`config.mk`:
```
export PLATFORM = sky130hd
export DESIGN_NAME = ifetch_queue
export DESIGN_NICKNAME = d
export VERILOG_FILES = /design/src/rtl/ifetch_queue_pkg.sv /design/src/rtl/ifetch_queue_fifo.sv /design/src/rtl/ifetch_queue.sv
export SDC_FILE = /design/constraint.sdc
export NUM_CORES = 1
export LEC_CHECK = 0
export BUFFER_PORTS_ARGS = -buffer_cell sky130_fd_sc_hd__buf_4
export CAP_MARGIN = 0
export CORE_MARGIN = 5
export CORE_UTILIZATION = 42
export DETAILED_ROUTE_END_ITERATION = 10
export HOLD_SLACK_MARGIN = 0.03
export SLEW_MARGIN = 10
export SYNTH_ARGS = -nofsm -noshare
export SYNTH_HDL_FRONTEND = slang
export SYNTH_HIERARCHICAL = 1
export SYNTH_SLANG_ARGS = --single-unit
```
`constraint.sdc`:
```
create_clock -name clk -period 2.3 [get_ports clk]
set_input_delay 0.46 -clock clk [delete_from_list [all_inputs] [get_ports clk]]
set_output_delay 0.46 -clock clk [all_outputs]
set_load 0.03 [all_outputs]
```
`src/rtl/ifetch_queue_pkg.sv`:
```
// Shared types and constants for the instruction-fetch queue.
// Optional combinational bypass is selected by IFQ_BYPASS_EN.
package ifetch_queue_pkg;

  localparam int          WORD_W   = 32;
  localparam logic [31:0] PC_INC   = 32'd4;
  localparam logic [31:0] RESET_PC = 32'h0;

  typedef enum logic [1:0] {
    IFQ_FETCH = 2'd0,
    IFQ_STALL = 2'd1,
    IFQ_FLUSH = 2'd2
  } ifq_state_e;

  typedef struct packed {
    logic [WORD_W-1:0] pc;
    logic [WORD_W-1:0] instr;
  } ifq_entry_t;

endpackage

```
`src/rtl/ifetch_queue_fifo.sv`:
```
// DEPTH-entry {pc,instr} queue with wrap-around pointers.
// Clear has priority over push/pop.
module ifetch_queue_fifo
  import ifetch_queue_pkg::*;
#(
  parameter int DEPTH = 4,
  parameter int PTR_W = 2
) (
  input  logic             clk,
  input  logic             reset_n,
  input  logic             push,
  input  logic             pop,
  input  logic             clear,
  input  ifq_entry_t       din,
  output ifq_entry_t       head,
  output logic [PTR_W:0]   count
);

  ifq_entry_t       mem [DEPTH];
  logic [PTR_W-1:0] wr_ptr;
  logic [PTR_W-1:0] rd_ptr;

  assign head = mem[rd_ptr];

  always_ff @(posedge clk or negedge reset_n) begin
    if (!reset_n) begin
      wr_ptr <= '0;
      rd_ptr <= '0;
      count  <= '0;
      for (int i = 0; i < DEPTH; i++) begin
        mem[i] <= '0;
      end
    end else if (clear) begin
      wr_ptr <= '0;
      rd_ptr <= '0;
      count  <= '0;
    end else begin
      if (push) begin
        mem[wr_ptr] <= din;
        wr_ptr      <= wr_ptr + PTR_W'(1);
      end
      if (pop) begin
        rd_ptr <= rd_ptr + PTR_W'(1);
      end
      unique case ({push, pop})
        2'b10:   count <= count + (PTR_W+1)'(1);
        2'b01:   count <= count - (PTR_W+1)'(1);
        default: count <= count;
      endcase
    end
  end

endmodule

```
`src/rtl/ifetch_queue.sv`:
```
// Fetch stage: PC advance, 1-cycle imem reads, queue to decode.
// Define IFQ_BYPASS_EN to forward a response straight to decode.
module ifetch_queue
  import ifetch_queue_pkg::*;
#(
  parameter int DEPTH = 4,
  parameter int PTR_W = 2
) (
  input  logic              clk,
  input  logic              reset_n,
  input  logic [WORD_W-1:0] pc,
  output logic [WORD_W-1:0] pc_next,
  input  logic              redirect_valid,
  input  logic [WORD_W-1:0] redirect_pc,
  output logic              imem_req,
  output logic [WORD_W-1:0] imem_addr,
  input  logic              imem_rvalid,
  input  logic [WORD_W-1:0] imem_rdata,
  output logic              out_valid,
  input  logic              out_ready,
  output logic [WORD_W-1:0] out_instr,
  output logic [WORD_W-1:0] out_pc
);

  localparam logic [PTR_W+1:0] FULL = (PTR_W+2)'(DEPTH);

  ifq_state_e        state;
  ifq_state_e        state_nx;
  logic              inflight;
  logic              kill;
  logic [WORD_W-1:0] req_pc;
  logic [PTR_W:0]    count;
  ifq_entry_t        head;
  ifq_entry_t        din;
  logic              issue;
  logic              resp_ok;
  logic              byp;
  logic              push;
  logic              pop;
  logic [PTR_W+1:0]  occ;
  logic [PTR_W+1:0]  occ_nx;

  assign occ     = (PTR_W+2)'(count) + (PTR_W+2)'(inflight);
  assign resp_ok = imem_rvalid && inflight && !kill;
  assign issue   = reset_n && !redirect_valid
                && (state != IFQ_STALL) && (occ < FULL);

`ifdef IFQ_BYPASS_EN
  assign byp = resp_ok && (count == '0) && !redirect_valid;
`else
  assign byp = 1'b0;
`endif

  assign din  = '{pc: req_pc, instr: imem_rdata};
  assign push = resp_ok && !(byp && out_ready);
  assign pop  = out_valid && out_ready && !byp;

  always_comb begin
    out_valid = 1'b0;
    out_instr = head.instr;
    out_pc    = head.pc;
    if (!redirect_valid) begin
      out_valid = (count != '0) || byp;
    end
    if (byp) begin
      out_instr = imem_rdata;
      out_pc    = req_pc;
    end
  end

  always_comb begin
    pc_next   = pc;
    imem_req  = issue;
    imem_addr = '0;
    if (!reset_n) begin
      pc_next = RESET_PC;
    end else if (redirect_valid) begin
      pc_next = {redirect_pc[WORD_W-1:2], 2'b00};
    end else if (issue) begin
      pc_next   = pc + PC_INC;
      imem_addr = pc;
    end
  end

  // Occupancy after this edge, counting the read issued now
  assign occ_nx = (PTR_W+2)'(count) + (PTR_W+2)'(push)
                + (PTR_W+2)'(issue) - (PTR_W+2)'(pop);

  always_comb begin
    state_nx = state;
    unique case (state)
      IFQ_FETCH, IFQ_FLUSH: begin
        if (redirect_valid)      state_nx = IFQ_FLUSH;
        else if (occ_nx >= FULL) state_nx = IFQ_STALL;
        else                     state_nx = IFQ_FETCH;
      end
      IFQ_STALL: begin
        if (redirect_valid)     state_nx = IFQ_FLUSH;
        else if (occ_nx < FULL) state_nx = IFQ_FETCH;
      end
      default: state_nx = IFQ_FETCH;
    endcase
  end

  always_ff @(posedge clk or negedge reset_n) begin
    if (!reset_n) begin
      state    <= IFQ_FETCH;
      inflight <= 1'b0;
      kill     <= 1'b0;
      req_pc   <= RESET_PC;
    end else begin
      state    <= state_nx;
      inflight <= issue;
      if (redirect_valid)        kill <= inflight;
      else if (state == IFQ_FLUSH) kill <= 1'b0;
      if (issue) req_pc <= pc;
    end
  end

  ifetch_queue_fifo #(
    .DEPTH (DEPTH),
    .PTR_W (PTR_W)
  ) u_fifo (
    .clk     (clk),
    .reset_n (reset_n),
    .push    (push),
    .pop     (pop),
    .clear   (redirect_valid),
    .din     (din),
    .head    (head),
    .count   (count)
  );

endmodule

```
# ---- After elaboration in Yosys (flattened, before gate mapping)
# Cells that the tools add are included.
dict set report totals {
  ram_bits 0
  ff_bits 299
  output_inout_bits 130
  mem_count 0
  in_bits 101
  romBits 0
  latch_bits 0
}
dict set report classes {
  muxes 26
  n_eq_ne 6
  order_cmp 6
  div_mod_pow 0
  n_addsub 9
  multipliers 0
  reduce_logical 17
  bitwise 3
  shifts 0
}
# operator n
set ops {}
lappend ops {{256-bit bitwise mux} 1}
lappend ops {{32-bit two-way mux} 6}
lappend ops {{64-bit two-way mux} 3}
lappend ops {{64-bit binary-select mux with 2-bit select} 1}
lappend ops {{64-bit demux with 2-bit select} 1}
lappend ops {{32-bit by 3-bit adder with 32-bit output (second input constant)} 1}
lappend ops {{2-bit two-way mux} 7}
lappend ops {{3-bit by 1-bit adder with 4-bit output} 2}
lappend ops {{4-bit by 3-bit less-than comparator with 1-bit output (second input constant)} 2}
lappend ops {{1-bit logical AND} 7}
lappend ops {{3-bit greater-or-equal comparator (second input constant)} 2}
lappend ops {{2-bit NOT with 3-bit output} 2}
lappend ops {{3-bit one-hot mux with 2 select lines} 1}
lappend ops {{2-bit nonzero test} 3}
lappend ops {{3-bit nonzero test} 2}
lappend ops {{2-bit by 1-bit adder with 2-bit output (second input constant)} 2}
lappend ops {{4-bit by 1-bit adder with 4-bit output} 1}
lappend ops {{2-bit by 1-bit equality test with 1-bit output (second input constant)} 2}
lappend ops {{2-bit equality test (second input constant)} 2}
lappend ops {{4-bit by 3-bit greater-or-equal comparator with 1-bit output (second input constant)} 1}
lappend ops {{1-bit two-way mux} 4}
lappend ops {{2-bit one-hot mux with 2 select lines} 1}
lappend ops {{4-bit by 1-bit subtractor with 4-bit output} 1}
lappend ops {{3-bit by 1-bit adder with 3-bit output (second input constant)} 1}
lappend ops {{other kinds (10)} 11}

# ---- Logic depth before layout (Yosys ltp)
dict set report depth {
  ltp_word 10
  depth_mapped 10
}

# ---- By module
# Netlist, hierarchy kept.
# module cells_per_inst seq_area_each_um2 instances area_each_um2
set by_module_without_submodules {}
lappend by_module_without_submodules {ifetch_queue_fifo 656 6581.3 1 12549.5}
lappend by_module_without_submodules {ifetch_queue 327 900.9 1 2758.9}

# ---- Least setup slack after synthesis
# No wires, ideal clock.
dict set report synth_timing {
  path_kind {register to output}
  from {reg u_fifo.count[1]}
  to {out pc_next[16]}
  path_slack_ns -0.652
  arrival_ns 2.492
  stages_incl_launch_ff 9
  path_buffers 2
  cell_sequence {dfrtp_1 -> ha_1 -> o211ai_1 -> a2bb2oi_1 -> clkbuf_1 -> buf_2 -> nor4b_1 -> nor3_1 -> a211oi_1}
}
dict set report synth_via {
  elab_chain_cells 6
}
# item line
set synth_lines {}
lappend synth_lines {{start, declared} ifetch_queue_fifo.sv:16} ;# output logic [PTR_W:0] count
lappend synth_lines {{start signal, assigned} ifetch_queue_fifo.sv:46} ;# 2'b10: count <= count + (PTR_W+1)'(1);
lappend synth_lines {{start signal, assigned} ifetch_queue_fifo.sv:47} ;# 2'b01: count <= count - (PTR_W+1)'(1);
lappend synth_lines {{start signal, assigned} ifetch_queue_fifo.sv:48} ;# default: count <= count;
lappend synth_lines {{3-bit by 1-bit adder with 4-bit output} ifetch_queue.sv:43} ;# assign occ = (PTR_W+2)'(count) + (PTR_W+2)'(inflight);
lappend synth_lines {{4-bit by 3-bit less-than comparator with 1-bit output} ifetch_queue.sv:46} ;# && (state != IFQ_STALL) && (occ < FULL);
lappend synth_lines {{1-bit logical AND} ifetch_queue.sv:46}
lappend synth_lines {{32-bit two-way mux} ifetch_queue.sv:79} ;# end else if (issue) begin
lappend synth_lines {{32-bit two-way mux} ifetch_queue.sv:77} ;# end else if (redirect_valid) begin
lappend synth_lines {{32-bit two-way mux} ifetch_queue.sv:75} ;# if (!reset_n) begin
lappend synth_lines {{end, declared} ifetch_queue.sv:12} ;# output logic [WORD_W-1:0] pc_next,
# No other way between the ends.

# ---- Final worst setup path
dict set report layout_timing {
  from {reg u_fifo.count[1]}
  to {out pc_next[4]}
}
# The elaborated chain is that of the path after synthesis.

==> summary.txt <==
combinational family with the most area after synthesis - multiplexers
deepest clock path buffer count - 3
reg2reg setup slack - 0.01 ns
clock root buffer - clkbuf_16
Vias per Instance - 5.252
xor/xnor cell area share of the yosys netlist - 0.01087
predominant post-synthesis flop cell - dfrtp_1
DR WL/cell - 22.05 um
Total Neg Setup Slack - -45.44 ns
number of distinct library cells after synthesis - 56
Design Power - 17220 uW
pwr dens - 815.7 nW/um2
Period minus WS final - 3.148 ns
Min-Delay Path Class - input pin to flip-flop
CTS tree - done
Die H - 200.9 um
Pre-antenna DRT Iters - 4
largest net degree at the start of global routing - 133
Rel. slew slack - 0.3235
Leak - 0.01050 uW
footprint of the multi-input gates - 7951 um2
Avg Inst Size Synth - 15.57 um2
hold_buf cts - 0
Initial DRC Count - 408
Synth warnings - 6
Sink Count - 299
GRT Overall Usage - 0.1990
multiplexer share of the synthesized area - 0.3439
port bufs - 228
GPL Wtd Cong - 0.8719
Mapped Area - 15310 um2
Post-synth EDFFs - 0
Mapped Nets - 1096
Async S/R FF share, synth - 1.000
synthesized flop and latch total - 299
fmax - 317.7 MHz
grt ovf - 0
CP max FO - 12
Ports - 231
adder-cell share of the synthesized area - 0.01030
Pins Over Slew Limit - 0
antenna-violating nets left - 0
CP Data Required Time - 1.84 ns
layout cells sized above 1 - 0.6611
Sequential cell area - 7492 um2
Post-Route WL - 40.77 mm
Synth Area in Compound Gates - 0.04209
status - complete, but fails checks
worst slew pin tran - 1.015 ns
Syn Inst Count - 983
Skew-Pair Late Insertion Delay - 0.51 ns
clock buffer count from CTS - 35
Switching Share - 0.2941
Layout Skew - 0.01720 ns
cell-internal power - 12160 uW
die footprint - 40370 um2
P&R area growth vs syn - 37.92%
fin nets - 1469
final hold vios - 0
Setup WS pre-CTS - -0.4893 ns
die width - 200.9 um
DRC viols - 0
failing checks - setup timing
hpwl dp - 28.04 mm
first-pass GRT wire length - 64.43 mm
ANT cells - 0
VDD IR-drop max - 0.0005049 V
final worst slack - -0.8478 ns
CP endpoint kind - output port
Comb power frac - 0.293
Setup Viol. Count Final - 127
period utilisation layout - 1.369
Clock Power Share - 0.333
worst setup path category - flip-flop to output port
htree depth - 2
Initial Util - 0.4222
clock transition at the registers of the reported paths - 0.06 ns
RSZ-0062 raised after global routing - yes
FP Rows - 70
core area - 36260 um2
FILL cells - 2910
Sequential Power Share - 0.374
Post-Synth Simple-Gate Area - 0.06522
max-cap viol count - 0
switching power - 5066 uW
detailed-route via count - 9711
initial antenna violation count - 1
number of global-route vias before repair - 10895
crit start category - flip-flop
sequential cell area fraction in the yosys report - 0.4888
WP data arrival - 2.69 ns
-- state kept, by name, summed over array words and instances (netlist names) --
| register | cells |
|---|---|
| state | 2 |
| u_fifo/wr_ptr | 2 |
| u_fifo/count | 3 |
| req_pc | 32 |
| kill | 1 |
| u_fifo/rd_ptr | 2 |
| u_fifo/mem | 256 |
| inflight | 1 |
-- worst max-delay path, cell delays in order, from the launching register on --
cell and delay (ns):
dfrtp_2 0.42, buf_4 0.15, nand4_1 0.13, a2bb2oi_4 0.23, buf_6 0.25, or2_4 0.18, inv_6 0.05, buf_4 0.13
a211o_1 0.31, o2111a_1 0.15, buf_4 0.17
-- stage by stage --
step                        util  cells  instance area [um2]  hold WS, ns
after floorplan                -    983                15840       0.1644
after global placement    0.5246   1769                19020       0.4837
after detailed placement  0.5246   1769                19020       0.4881
after CTS                 0.5793   1850                21000       0.1848
after global routing      0.5823   1849                21110       0.1947
final                     0.5823   1849                21110       0.2042
-- timing repair --
action / 4_1_cts / 5_1_grt
gates resized for setup: 119 / 48
setup endpoints to repair: 129 / 182
endpoints found under the hold margin: 0 / 0
buffers inserted: 13 / 3
pin swaps: 25 / 5
gates cloned: 6 / 0
-- kinds of logic (layout without fill, tap and decap cells) --
group | after synthesis | after routing
compound gates | 102 | 102
xor+xnor | 19 | 19
fa+ha+maj | 12 | 12
buf+inv | 75 | 473
flops | 299 | 299
mux | 324 | 324
simple gates | 152 | 152
-- Yosys cell counts, types with 6 or more instances --
cell type  number  area share
nor3_1         11      0.0036
buf_4           6      0.0029
nand2_1        21      0.0051
dfrtp_1       299        0.49
clkbuf_1       17      0.0042
a21oi_1        16      0.0052
mux2_2         16       0.012
nor4_1          8      0.0033
mux2_4        240        0.24
nor2_1         14      0.0034
buf_12          7      0.0092
a21o_1         31       0.015
a31oi_1         7      0.0029
mux4_2         64       0.094
buf_2          10      0.0033
nand3_1         9      0.0029
a211oi_1        7      0.0034
and2_1         33       0.013
o21ai_0        32       0.010
inv_1          12      0.0029
xnor2_1        17      0.0097
ha_1           11      0.0090
buf_6          21       0.015
nand4_1        10      0.0041
-- power by group through the flow --
stage | combinational [uW] | clock [uW] | sequential, uW
finish | 5040 | 5730 | 6450
global route | 5300 | 6080 | 6550
CTS | 5090 | 5880 | 6440
detailed placement | 4590 | 0 | 6510
global placement | 4530 | 0 | 6500
floorplan | 2970 | 0 | 6350
-- metal layers --
| metal | wire length [um] | global-route usage | up-vias |
|---|---|---|---|
| met5 | 20 | 0 | - |
| met4 | 799 | 0.04818 | 2 |
| met3 | 2402 | 0.04653 | 52 |
| met2 | 19820 | 0.3299 | 230 |
| met1 | 17720 | 0.2672 | 5056 |
| li1 | - | - | 4371 |
-- placed cells by master (no fill, tap or decap), drive strengths merged, types with 12 or more instances in the layout --
cell type and instances:
mux2 256, inv 16, a21o 32, nor2 14, buf 399, mux4 64, a21oi 16, nand4 12
and2 35, xnor2 17, dfrtp 299, o21ai 32, nand2 25, clkbuf 49
-- area by class of cell --
type	count	area share
clock inverters	13	0.008830
repair buffers	399	0.1817
clock buffers	49	0.04776
flip-flops and latches	299	0.3548
multi-input cells	609	0.3766
well taps	468	0.02773
inverters	12	0.002489
-- path summary, 6_finish.rpt --
| check | start | end | depth (start not counted) |
|---|---|---|---|
| max | u_fifo/count[1] | pc_next[4] | 10 |
| min | imem_rdata[5] | u_fifo/mem[69] | 2 |
| max reg2reg | u_fifo/count[1] | state[0] | 13 |
| min reg2reg | u_fifo/mem[64] | u_fifo/mem[64] | 1 |
| max in group asynchronous | reset_n | u_fifo/mem[227] | 4 |
| min in group asynchronous | reset_n | req_pc[15] | 3 |
Power figures use the tool's default switching activity.
